==> config.mk <==
export PLATFORM = sky130hd
export DESIGN_NAME = fetch_unit
export DESIGN_NICKNAME = d
export VERILOG_FILES = /design/src/rtl/fetch_unit.sv
export SDC_FILE = /design/constraint.sdc
export NUM_CORES = 1
export LEC_CHECK = 0
export ABC_AREA = 1
export BUFFER_PORTS_ARGS = -buffer_cell sky130_fd_sc_hd__buf_2
export CAP_MARGIN = 5
export CORE_UTILIZATION = 30
export DETAILED_ROUTE_END_ITERATION = 12
export HOLD_SLACK_MARGIN = 0.12
export PLACE_DENSITY_LB_ADDON = 0.12
export SETUP_SLACK_MARGIN = 0.1
export SYNTH_ARGS = -nofsm -noshare
export SYNTH_HDL_FRONTEND = slang
export SYNTH_SLANG_ARGS = --single-unit
==> constraint.sdc <==
create_clock -name clock -period 4.1 [get_ports clock]
set_input_delay 0.41 -clock clock [delete_from_list [all_inputs] [get_ports clock]]
set_output_delay 0.41 -clock clock [all_outputs]
set_load 0.005 [all_outputs]
==> src/rtl/fetch_unit.sv <==
// fetch_unit: instruction fetch stage for the 8-bit processor.
//
// Holds the PC, drives the single-port 256x8 RAM (synchronous read, 1-cycle
// latency) and assembles an opcode byte plus an optional operand byte. The
// result goes to decode over a valid/ready handshake. Execute can redirect the
// PC, and fetch can be stalled while waiting to issue an opcode read.
//
// Ports:
//   clock, reset        rising-edge clock, synchronous active-high reset
//   ram_address         RAM address, always the current PC
//   ram_wren, ram_data  tied off; fetch never writes
//   ram_q               RAM read data for the address presented last cycle
//   instr_valid/ready   handshake to decode
//   instr_opcode        opcode byte
//   instr_operand       operand byte (8'h00 for one-byte instructions)
//   instr_len2          1 = two-byte instruction
//   instr_pc            address of the opcode byte
//   pc_load, pc_target  redirect request from execute
//   stall               hold fetch in the opcode-issue state
//   fetch_count         (FETCH_PERF_EN) accepted instructions, saturating
//   stall_count         (FETCH_PERF_EN) stalled opcode-issue cycles, saturating
//
// Optional feature macro: FETCH_PERF_EN adds the two performance counters.

module fetch_unit #(
  parameter logic [7:0]  RESET_PC    = 8'h00,
  parameter logic [15:0] OPERAND_MAP = 16'hC80C
) (
  input  logic        clock,
  input  logic        reset,
  output logic [7:0]  ram_address,
  output logic        ram_wren,
  output logic [7:0]  ram_data,
  input  logic [7:0]  ram_q,
  output logic        instr_valid,
  input  logic        instr_ready,
  output logic [7:0]  instr_opcode,
  output logic [7:0]  instr_operand,
  output logic        instr_len2,
  output logic [7:0]  instr_pc,
  input  logic        pc_load,
  input  logic [7:0]  pc_target,
  input  logic        stall
`ifdef FETCH_PERF_EN
  ,
  output logic [15:0] fetch_count,
  output logic [15:0] stall_count
`endif
);

  typedef enum logic [1:0] {
    StFOp,
    StCapOp,
    StCapOpr,
    StValid
  } state_e;

  state_e     state_q, state_d;
  logic [7:0] pc_q, pc_d;
  logic [7:0] opcode_q, opcode_d;
  logic [7:0] operand_q, operand_d;
  logic       len2_q, len2_d;
  logic [7:0] ipc_q, ipc_d;
  logic       is_two;

  // Only opcodes 00..0F can carry an operand; the map selects which do.
  assign is_two = (ram_q[7:4] == 4'h0) && OPERAND_MAP[ram_q[3:0]];

  assign ram_address   = pc_q;
  assign ram_wren      = 1'b0;
  assign ram_data      = 8'h00;
  assign instr_valid   = (state_q == StValid);
  assign instr_opcode  = opcode_q;
  assign instr_operand = operand_q;
  assign instr_len2    = len2_q;
  assign instr_pc      = ipc_q;

  always_comb begin
    state_d   = state_q;
    pc_d      = pc_q;
    opcode_d  = opcode_q;
    operand_d = operand_q;
    len2_d    = len2_q;
    ipc_d     = ipc_q;

    unique case (state_q)
      StFOp: begin
        if (!stall) begin
          pc_d    = pc_q + 8'd1;
          ipc_d   = pc_q;
          state_d = StCapOp;
        end
      end
      StCapOp: begin
        opcode_d = ram_q;
        if (is_two) begin
          pc_d    = pc_q + 8'd1;
          len2_d  = 1'b1;
          state_d = StCapOpr;
        end else begin
          operand_d = 8'h00;
          len2_d    = 1'b0;
          state_d   = StValid;
        end
      end
      StCapOpr: begin
        operand_d = ram_q;
        state_d   = StValid;
      end
      StValid: begin
        if (instr_ready) begin
          state_d = StFOp;
        end
      end
      default: state_d = StFOp;
    endcase

    // Redirect overrides everything; partially fetched bytes are abandoned.
    if (pc_load) begin
      pc_d    = pc_target;
      state_d = StFOp;
    end
  end

  always_ff @(posedge clock) begin
    if (reset) begin
      state_q   <= StFOp;
      pc_q      <= RESET_PC;
      opcode_q  <= 8'h00;
      operand_q <= 8'h00;
      len2_q    <= 1'b0;
      ipc_q     <= 8'h00;
    end else begin
      state_q   <= state_d;
      pc_q      <= pc_d;
      opcode_q  <= opcode_d;
      operand_q <= operand_d;
      len2_q    <= len2_d;
      ipc_q     <= ipc_d;
    end
  end

`ifdef FETCH_PERF_EN
  logic [15:0] fetch_cnt_q, stall_cnt_q;

  always_ff @(posedge clock) begin
    if (reset) begin
      fetch_cnt_q <= 16'h0000;
      stall_cnt_q <= 16'h0000;
    end else begin
      if (instr_valid && instr_ready && (fetch_cnt_q != 16'hFFFF)) begin
        fetch_cnt_q <= fetch_cnt_q + 16'd1;
      end
      if ((state_q == StFOp) && stall && (stall_cnt_q != 16'hFFFF)) begin
        stall_cnt_q <= stall_cnt_q + 16'd1;
      end
    end
  end

  assign fetch_count = fetch_cnt_q;
  assign stall_count = stall_cnt_q;
`endif

endmodule
==> metrics.txt, run 1 <==
final count of pins violating max slew=0; setup fix buffers added after clock tree synthesis=0; path type of the worst min-delay path=in -> reg; final setup margin=2030 ps; number of synthesized flops with an enable pin=0; insertion delay to the later sink of the worst-skew pair=280 ps; routing layer with the top usage in global route=met2; flop and latch count out of synthesis=35; clock sink count=35; total number of H-tree levels=2; maximum capacitance violations=0; mean cell area of the mapped netlist=7.74 µm²; Die Area=6460 µm²; pin count of the biggest net entering global routing=26; part of the cycle the worst path needs=0.506; library cell appearing most often on the critical path=nand2_8; routed wire length per instance=12.0 µm; Clock Pin Slew Worst Setup and Hold Paths=70 ps; slowest cell delay on critical path=840 ps; run status=completed; net count reported at finish=315; final count of negative-setup-slack endpoints=0; total non-filler cell area in the finished layout=2240 µm²; number of buffers on the longest clock path=2; upper clock frequency limit=482 MHz; cell types with the highest counts after synthesis=dfxtp_1, nand2_1, nand3_1; vias per cell=4.56; met1 Track Usage GR=0.188; Required @ worst endpoint=4320 ps; Setup Crit Path Kind=reg -> reg; pwr dens=386 nW/µm²; Place WS=2040 ps; Post-CTS Resized=0; overall power=0.865 mW; top cell family by delay on the critical path=adder cells; sequential element share of the synthesized area=0.380; ANT nets after route=0; Bufs and invs on worst path=2; Total Wirelength=4370 µm; initial antenna violation count=0; Sequential Area=701 µm²; minimum period implied by the final worst setup slack=2070 ps; Synth Cell Area=1840 µm²; num ports=64; starting density of the core=0.311; maximum ir drop on the vdd rail=191 µV; number of instances in the synthesized netlist=238; area taken by multi-input logic gates=960 µm²; Layout Skew=3.44 ps; fill cell total of the finished layout=634; core utilization of the finished layout=0.379; Syn-to-layout area delta=21.7%; area of the core=5920 µm²; final weighted congestion in routability-driven placement=0.745; Least-Margin Pin Slew=1020 ps; unrepaired setup endpoints after global routing=false; final sum of negative setup slack=0 ps; WP data arrival=2290 ps; buffers added on ports=54; Worst setup SP type=register; detailed placer's ending HPWL=3220 µm; top cell type by total area after synthesis=dfxtp_1; kind of end point of the critical path=register; die boundary height=80.4 µm; async set-or-reset flop fraction in the synthesized netlist=0; TritonCTS clock tree=yes; met3 track demand over resource in global routing=0.0307; Antenna Cells=0; GR Layer Usage met2=0.253; layout cells sized above 1=0.348; predominant post-synthesis flop cell=dfxtp_1; clock root cell=clkbuf_8; worst-path cell with the longest stage delay=ha_1; total gr overflow=0; DRT iter0 DRCs=20; internal reg-to-reg setup slack=2030 ps; row count=28; top-count cell post-synth=dfxtp_1; vias in the first global route=1640; critical-path cell list=inv_1 > ha_1 > inv_2 > o21ai_4 > nand2_8 > nand2_8 > nand2_2 > a21oi_2; Die X=80.4 µm; number of warnings reported in the yosys synthesis log=0; worst-path fanout max=25; Worst slew margin=0.322; CTS Hold Bufs=0; total placed instance area=2120 µm²; count of vias placed by the detailed router=1663; first-pass GRT wire length=7580 µm; top post-synthesis cells by area=dfxtp_1, nand2_1, nand3_1; library cells used by synthesis=28; count of final hold-check violations=0; GRT Overall Usage=0.149; top cell type's share of synthesized area=0.380; first drt pass iteration count=4; number of buffers added by the clock tree synthesis step=5; static leakage power=1.06 nW; DRC errors left=0
-- metrics by stage --
stage | std cells | hold slack [ps]
5_1_grt | 365 | 386
3_3_place_gp | 357 | 463
6_report | 365 | 395
3_5_place_dp | 357 | 473
2_1_floorplan | 246 | 472
4_1_cts | 365 | 382
-- final timing paths --
| path | cells after the start | end | startpoint |
|---|---|---|---|
| worst max register to register | 8 | ram_address[1]$_SDFFE_PP0P_ | state_q[1]$_SDFFE_PP0P_ |
| worst max-delay path | 8 | ram_address[1]$_SDFFE_PP0P_ | state_q[1]$_SDFFE_PP0P_ |
| worst min register to register | 2 | instr_pc[1]$_SDFFE_PP0P_ | instr_pc[1]$_SDFFE_PP0P_ |
| worst min-delay path | 3 | instr_operand[5]$_SDFFE_PP0P_ | ram_q[5] |
-- metal layers --
| layer | vias up | routed length, µm |
|---|---|---|
| met5 | - | 0 |
| met4 | 0 | 19 |
| met3 | 2 | 194 |
| met2 | 43 | 1990 |
| met1 | 752 | 2170 |
| li1 | 866 | - |
-- layout by cell type (no fill, tap or decap), types with 2 or more instances in the layout --
master     n
nor2_4     2
ha_1       5
o211ai_1   4
buf_2     54
nand2_2   10
inv_2      9
o21ai_0   19
o21ai_1    6
conb_1     9
a21oi_1   19
nor2_2     3
o21a_1     4
a21oi_2    7
nand2_8    3
clkbuf_8   6
inv_1     14
nand3_1   20
o21ai_4    2
clkinv_1   2
nor2_1    16
nand2_1   34
dfxtp_1   35
-- cells by family (layout without fill, tap and decap cells) --
kind of cell / count (synthesis) / count (layout) / synth area share
other: 1 / 9 / 0.00203
AOI/OAI and AO/OA: 62 / 62 / 0.207
DFF: 35 / 35 / 0.380
adders and majority gates: 5 / 5 / 0.0339
and+or+nand+nor: 91 / 91 / 0.261
buffers and inverters: 44 / 88 / 0.115
-- report_power, final --
part           total (mW)  internal, mW  switching (mW)
logic               0.155        0.0622          0.0933
registers           0.387         0.366          0.0204
clock network       0.323         0.197           0.126
-- flip-flops by register name (all words and copies together) (netlist names) --
signal	flops
state_q	2
instr_len2	1
ram_address	8
instr_opcode	8
instr_operand	8
instr_pc	8
-- worst register-to-register path, stage by stage, from the launching register on --
cell and delay (ps):
dfxtp_1 330, inv_1 120, ha_1 840, inv_2 100, o21ai_4 250, nand2_8 110
nand2_8 110, nand2_2 60, a21oi_2 100
-- final cells by class --
cell class	instances	share of cell area
Tap cell	75	0.0419
Clock buffer	6	0.0368
Sequential cell	35	0.313
Clock inverter	2	0.0156
Inverter	26	0.0446
Timing Repair Buffer	54	0.121
Multi-Input combinational cell	167	0.428
Power figures use the tool's default switching activity.
==> run 2, diff against run 1 <==
==> constraint.sdc (replaced) <==
create_clock -name clock -period 2.01 [get_ports clock]
set_input_delay 0.201 -clock clock [delete_from_list [all_inputs] [get_ports clock]]
set_output_delay 0.201 -clock clock [all_outputs]
set_load 0.005 [all_outputs]
==> metrics.txt, run 2 (synthesis results as in run 1) <==
internal power contribution=1.19 mW; minimum period implied by the final worst setup slack=1470 ps; fraction of power consumed by the clock network=0.340; DRC errors left=0; worst-path fanout max=13; ANT nets after route=0; final weighted congestion in routability-driven placement=0.750; Die X=80.4 µm; setup fix buffers added after clock tree synthesis=0; number of buffers added by the clock tree synthesis step=5; TritonCTS clock tree=yes; total placed instance area=2150 µm²; Setup Crit Path Kind=reg -> reg; Psw=0.492 mW; row count=28; number of buffers on the longest clock path=2; Clock Pin Slew Worst Setup and Hold Paths=70 ps; pwr dens=746 nW/µm²; final count of pins violating max slew=0; vias in the first global route=1544; layout cells sized above 1=0.357; static leakage power=1.07 nW; sw frac=0.292; num ports=64; part of the cycle the worst path needs=0.733; area of the core=5920 µm²; fill cell total of the finished layout=653; path type of the worst min-delay path=in -> reg; total non-filler cell area in the finished layout=2260 µm²; most frequent standard cell in the layout excluding fill and tap cells=buf_2; Least-Margin Pin Slew=563 ps; pin count of the biggest net entering global routing=23; final sum of negative setup slack=0 ps; clock sink count=35; total gr overflow=0; Required @ worst endpoint=2190 ps; Antenna Cells=0; final setup margin=537 ps; Worst slew margin=0.624; count of vias placed by the detailed router=1694; first drt pass iteration count=4; count of final hold-check violations=0; detailed placer's ending HPWL=3270 µm; total number of H-tree levels=2; GRT Overall Usage=0.144; initial antenna violation count=0; Worst setup SP type=register; net count reported at finish=319; final count of negative-setup-slack endpoints=0; WP data arrival=1650 ps; insertion delay to the later sink of the worst-skew pair=280 ps; maximum ir drop on the vdd rail=248 µV; Post-CTS Resized=0; share of power burned in registers=0.464; DRT iter0 DRCs=26; CTS Hold Bufs=0; most used cells in the layout excluding fill and tap cells=buf_2, dfxtp_1, nand2_1; power share of the combinational group=0.196; unrepaired setup endpoints after global routing=false; Total Wirelength=4360 µm; worst min-delay path startpoint=ram_q[5]; routed wire length per instance=11.8 µm; vias per cell=4.59; worst reg2reg path startpoint=state_q[1]$_SDFFE_PP0P_; Syn-to-layout area delta=22.5%; upper clock frequency limit=679 MHz; Place WS=531 ps; starting density of the core=0.311; Layout Skew=3.48 ps; die boundary height=80.4 µm; kind of end point of the critical path=register; run status=completed; Die Area=6460 µm²; buffers added on ports=54; clock root cell=clkbuf_8; worst setup path startpoint=state_q[1]$_SDFFE_PP0P_; maximum capacitance violations=0; first-pass GRT wire length=7220 µm
## run 2: through the flow
stage | cells | hold slack [ps] | utilization | power (mW)
detailed placement | 361 | 480 | 0.364 | 1.13
global route | 369 | 174 | 0.381 | 1.79
CTS | 369 | 173 | 0.381 | 1.71
global placement | 361 | 464 | 0.364 | 1.13
floorplan | 246 | 263 | - | 1.02
finish | 369 | 182 | 0.381 | 1.69
## run 2: per-layer routing
metal,vias to the layer above,share of wire,GRT usage
met2,52,0.47,0.242
met5,-,0,0
met1,757,0.46,0.178
li1,879,-,-
met4,0,0.0099,0.0464
met3,6,0.058,0.0386
## run 2: worst max-delay path, stage by stage (launching register included)
cell and delay (ps):
dfxtp_1 370, inv_1 100, ha_1 230, buf_4 210, o21ai_4 250, o21a_1 170, nor2_1 40
## run 2: path summary, 6_finish.rpt
check,endpoint,slack [ps],cells past startpoint
min reg2reg,instr_pc[0]$_SDFFE_PP0P_,490,2
min,instr_operand[5]$_SDFFE_PP0P_,180,3
max reg2reg,instr_operand[0]$_SDFFE_PP0P_,540,6
max,instr_operand[0]$_SDFFE_PP0P_,540,6
## run 2: area by class of cell
class	count	area [µm²]	area share
sequential	35	701	0.310
tap	75	93.8	0.0416
clock inverter	1	7.51	0.00332
inverter	26	100	0.0443
multi-input combinational	167	960	0.425
timing repair buffer	58	300	0.133
clock buffer	7	96.3	0.0427
## run 2: power groups by stage
stage	registers, mW	logic (mW)	clock network [mW]
2_1_floorplan	0.801	0.222	0
3_3_place_gp	0.799	0.334	0
3_5_place_dp	0.798	0.336	0
4_1_cts	0.782	0.337	0.596
5_1_grt	0.789	0.377	0.625
6_report	0.782	0.331	0.573
==> run 3, diff against run 2 <==
--- a/config.mk
+++ b/config.mk
@@ -5,7 +5,7 @@
 export SDC_FILE = /design/constraint.sdc
 export NUM_CORES = 1
 export LEC_CHECK = 0
-export ABC_AREA = 1
+export ABC_AREA = 0
 export BUFFER_PORTS_ARGS = -buffer_cell sky130_fd_sc_hd__buf_2
 export CAP_MARGIN = 5
 export CORE_UTILIZATION = 30
==> constraint.sdc (replaced) <==
create_clock -name clock -period 1.4 [get_ports clock]
set_input_delay 0.14 -clock clock [delete_from_list [all_inputs] [get_ports clock]]
set_output_delay 0.14 -clock clock [all_outputs]
set_load 0.005 [all_outputs]
==> metrics.txt, run 3 <==
internal power contribution=1.63 mW; most used cells in the layout excluding fill and tap cells=buf_2, dfxtp_1, buf_4; Worst setup SP type=register; number of buffers added by the clock tree synthesis step=5; sequential element share of the synthesized area=0.422; worst reg2reg path startpoint=state_q[1]$_SDFFE_PP0P_; length in cells of the worst reg-to-reg path=8; worst min-delay path startpoint=pc_target[2]; number of instances in the synthesized netlist=185; Antenna Cells=0; fraction of power consumed by the clock network=0.316; slowest cell delay on critical path=370 ps; kind of end point of the critical path=register; pwr dens=901 nW/µm²; top cell type's share of synthesized area=0.422; met3 track demand over resource in global routing=0.0431; top post-synthesis cells by area=dfxtp_1, nor2_1, mux2i_1; number of synthesized flops with an enable pin=0; total non-filler cell area in the finished layout=2510 µm²; Synth Cell Area=1660 µm²; number of instances in the placed design=331; number of warnings reported in the yosys synthesis log=0; initial antenna violation count=0; total number of H-tree levels=2; die boundary height=76.4 µm; buffers added on ports=54; area of the core=5200 µm²; count of final hold-check violations=0; Layout Skew=4.23 ps; library cell appearing most often on the critical path=buf_4; pin count of the biggest net entering global routing=21; worst setup path startpoint=state_q[1]$_SDFFE_PP0P_; share of power burned in registers=0.474; first drt pass iteration count=5; Syn-to-layout area delta=51.1%; routed wire length per instance=12.7 µm; DRC errors left=0; maximum ir drop on the vdd rail=466 µV; GRT Overall Usage=0.165; row count=26; top cell type by total area after synthesis=dfxtp_1; first-pass GRT wire length=7550 µm; top-count cell post-synth=dfxtp_1; path type of the worst min-delay path=in -> reg; final count of pins violating max slew=0; core utilization of the finished layout=0.482; met1 Track Usage GR=0.199; maximum capacitance violations=0; cell types with the highest counts after synthesis=dfxtp_1, nor2_1, nand2_1; ANT nets after route=0; part of the cycle the worst path needs=1.09; worst-path fanout max=4; worst-path cell with the longest stage delay=dfxtp_2; filler-free cell count of the finished design=346; top cell family by delay on the critical path=compound AO/OA/AOI/OAI gates; vias in the first global route=1584; most frequent standard cell in the layout excluding fill and tap cells=buf_2; predominant post-synthesis flop cell=dfxtp_1; number of buffers on the longest clock path=2; layout cells sized above 1=0.460; Total Wirelength=4410 µm; static leakage power=1.08 nW; critical-path cell list=inv_4 > ha_4 > o211ai_1 > buf_4 > buf_4 > nor3_2 > xnor2_1 > a211oi_1; Setup Crit Path Kind=reg -> reg; unrepaired setup endpoints after global routing=true; insertion delay to the later sink of the worst-skew pair=290 ps; clock sink count=35; starting density of the core=0.319; flop and latch count out of synthesis=35; failing checks=negative setup slack; GR Layer Usage met2=0.277; async set-or-reset flop fraction in the synthesized netlist=0; Bufs and invs on worst path=3; Clock Pin Slew Worst Setup and Hold Paths=70 ps; count of vias placed by the detailed router=1590; clock root cell=clkbuf_8; Die X=76.4 µm; Psw=0.634 mW; total gr overflow=0; total placed instance area=2240 µm²; sw frac=0.280; net count reported at finish=301; vias per cell=4.60; internal reg-to-reg setup slack=-130 ps; library cells used by synthesis=36; Die Area=5840 µm²; minimum period implied by the final worst setup slack=1530 ps; final weighted congestion in routability-driven placement=0.775; WP data arrival=1730 ps; Worst Hold Depth=3; mean cell area of the mapped netlist=8.98 µm²; final sum of negative setup slack=-635 ps; detailed placer's ending HPWL=3100 µm; TritonCTS clock tree=yes; end of the worst register-to-register path=ram_address[5]$_SDFFE_PP0P_; hold path endpoint=ram_address[2]$_SDFFE_PP0P_; run status=complete, but fails checks; upper clock frequency limit=654 MHz; routing layer with the top usage in global route=met2; final setup margin=-129 ps; Required @ worst endpoint=1610 ps; final count of negative-setup-slack endpoints=13; power share of the combinational group=0.210; num ports=64; DRT iter0 DRCs=81
run 3: worst max-delay path by stage:
| stage | end | cells past startpoint |
|---|---|---|
| 6_report | ram_address[5]$_SDFFE_PP0P_ | 8 |
| 3_3_place_gp | ram_address[0]$_SDFFE_PP0P_ | 6 |
| 3_5_place_dp | ram_address[0]$_SDFFE_PP0P_ | 6 |
| 2_1_floorplan | ram_address[6]$_SDFFE_PP0P_ | 7 |
| 4_1_cts | ram_address[7]$_SDFFE_PP0P_ | 7 |
| 5_1_grt | ram_address[5]$_SDFFE_PP0P_ | 9 |
run 3: tightest hold or removal path: stages:
cell	delay, ps
buf_2	100
nor2_1	90
a211oi_1	50
run 3: through the flow:
stage / hold slack (ps) / total power, mW / setup slack, ps
global route: 161 / 2.38 / -181
CTS: 130 / 2.28 / -113
global placement: 375 / 1.51 / -197
detailed placement: 376 / 1.51 / -219
floorplan: 209 / 1.32 / -42.6
finish: 139 / 2.26 / -129
run 3: repair_timing:
item	in CTS	in global routing
hold buffers	5	0
gates resized for setup	20	6
setup endpoints to repair	27	27
pin swaps	11	10
gates cloned	1	0
buffers inserted	0	1
hold endpoints to repair	5	0
run 3: power groups by stage:
stage,Sequential [mW],Clock [mW],Combinational [mW]
floorplan,1.10,0,0.221
global placement,1.10,0,0.415
detailed placement,1.09,0,0.415
CTS,1.07,0.736,0.469
global route,1.08,0.776,0.525
finish,1.07,0.715,0.475
run 3: layer usage:
| layer | vias to the layer above | share of wire |
|---|---|---|
| met5 | - | 0 |
| met4 | 0 | 0.015 |
| met3 | 7 | 0.054 |
| met2 | 47 | 0.46 |
| met1 | 730 | 0.47 |
| li1 | 806 | - |
run 3: area by class of cell:
type	instances	area [µm²]
Clock buffer	7	76.3
Clock inverter	1	5.00
Fill cell	566	2690
Inverter	5	26.3
Multi-Input combinational cell	136	1020
Sequential cell	35	706
Tap cell	70	87.6
Timing Repair Buffer	92	588
run 3: kinds of logic after synthesis:
logic type,share of synthesized area
compound gates,0.139
xor+xnor,0.0369
fa+ha+maj,0.0377
buf+inv,0.0730
flops,0.422
mux,0.0873
other cells,0.00226
simple gates,0.202
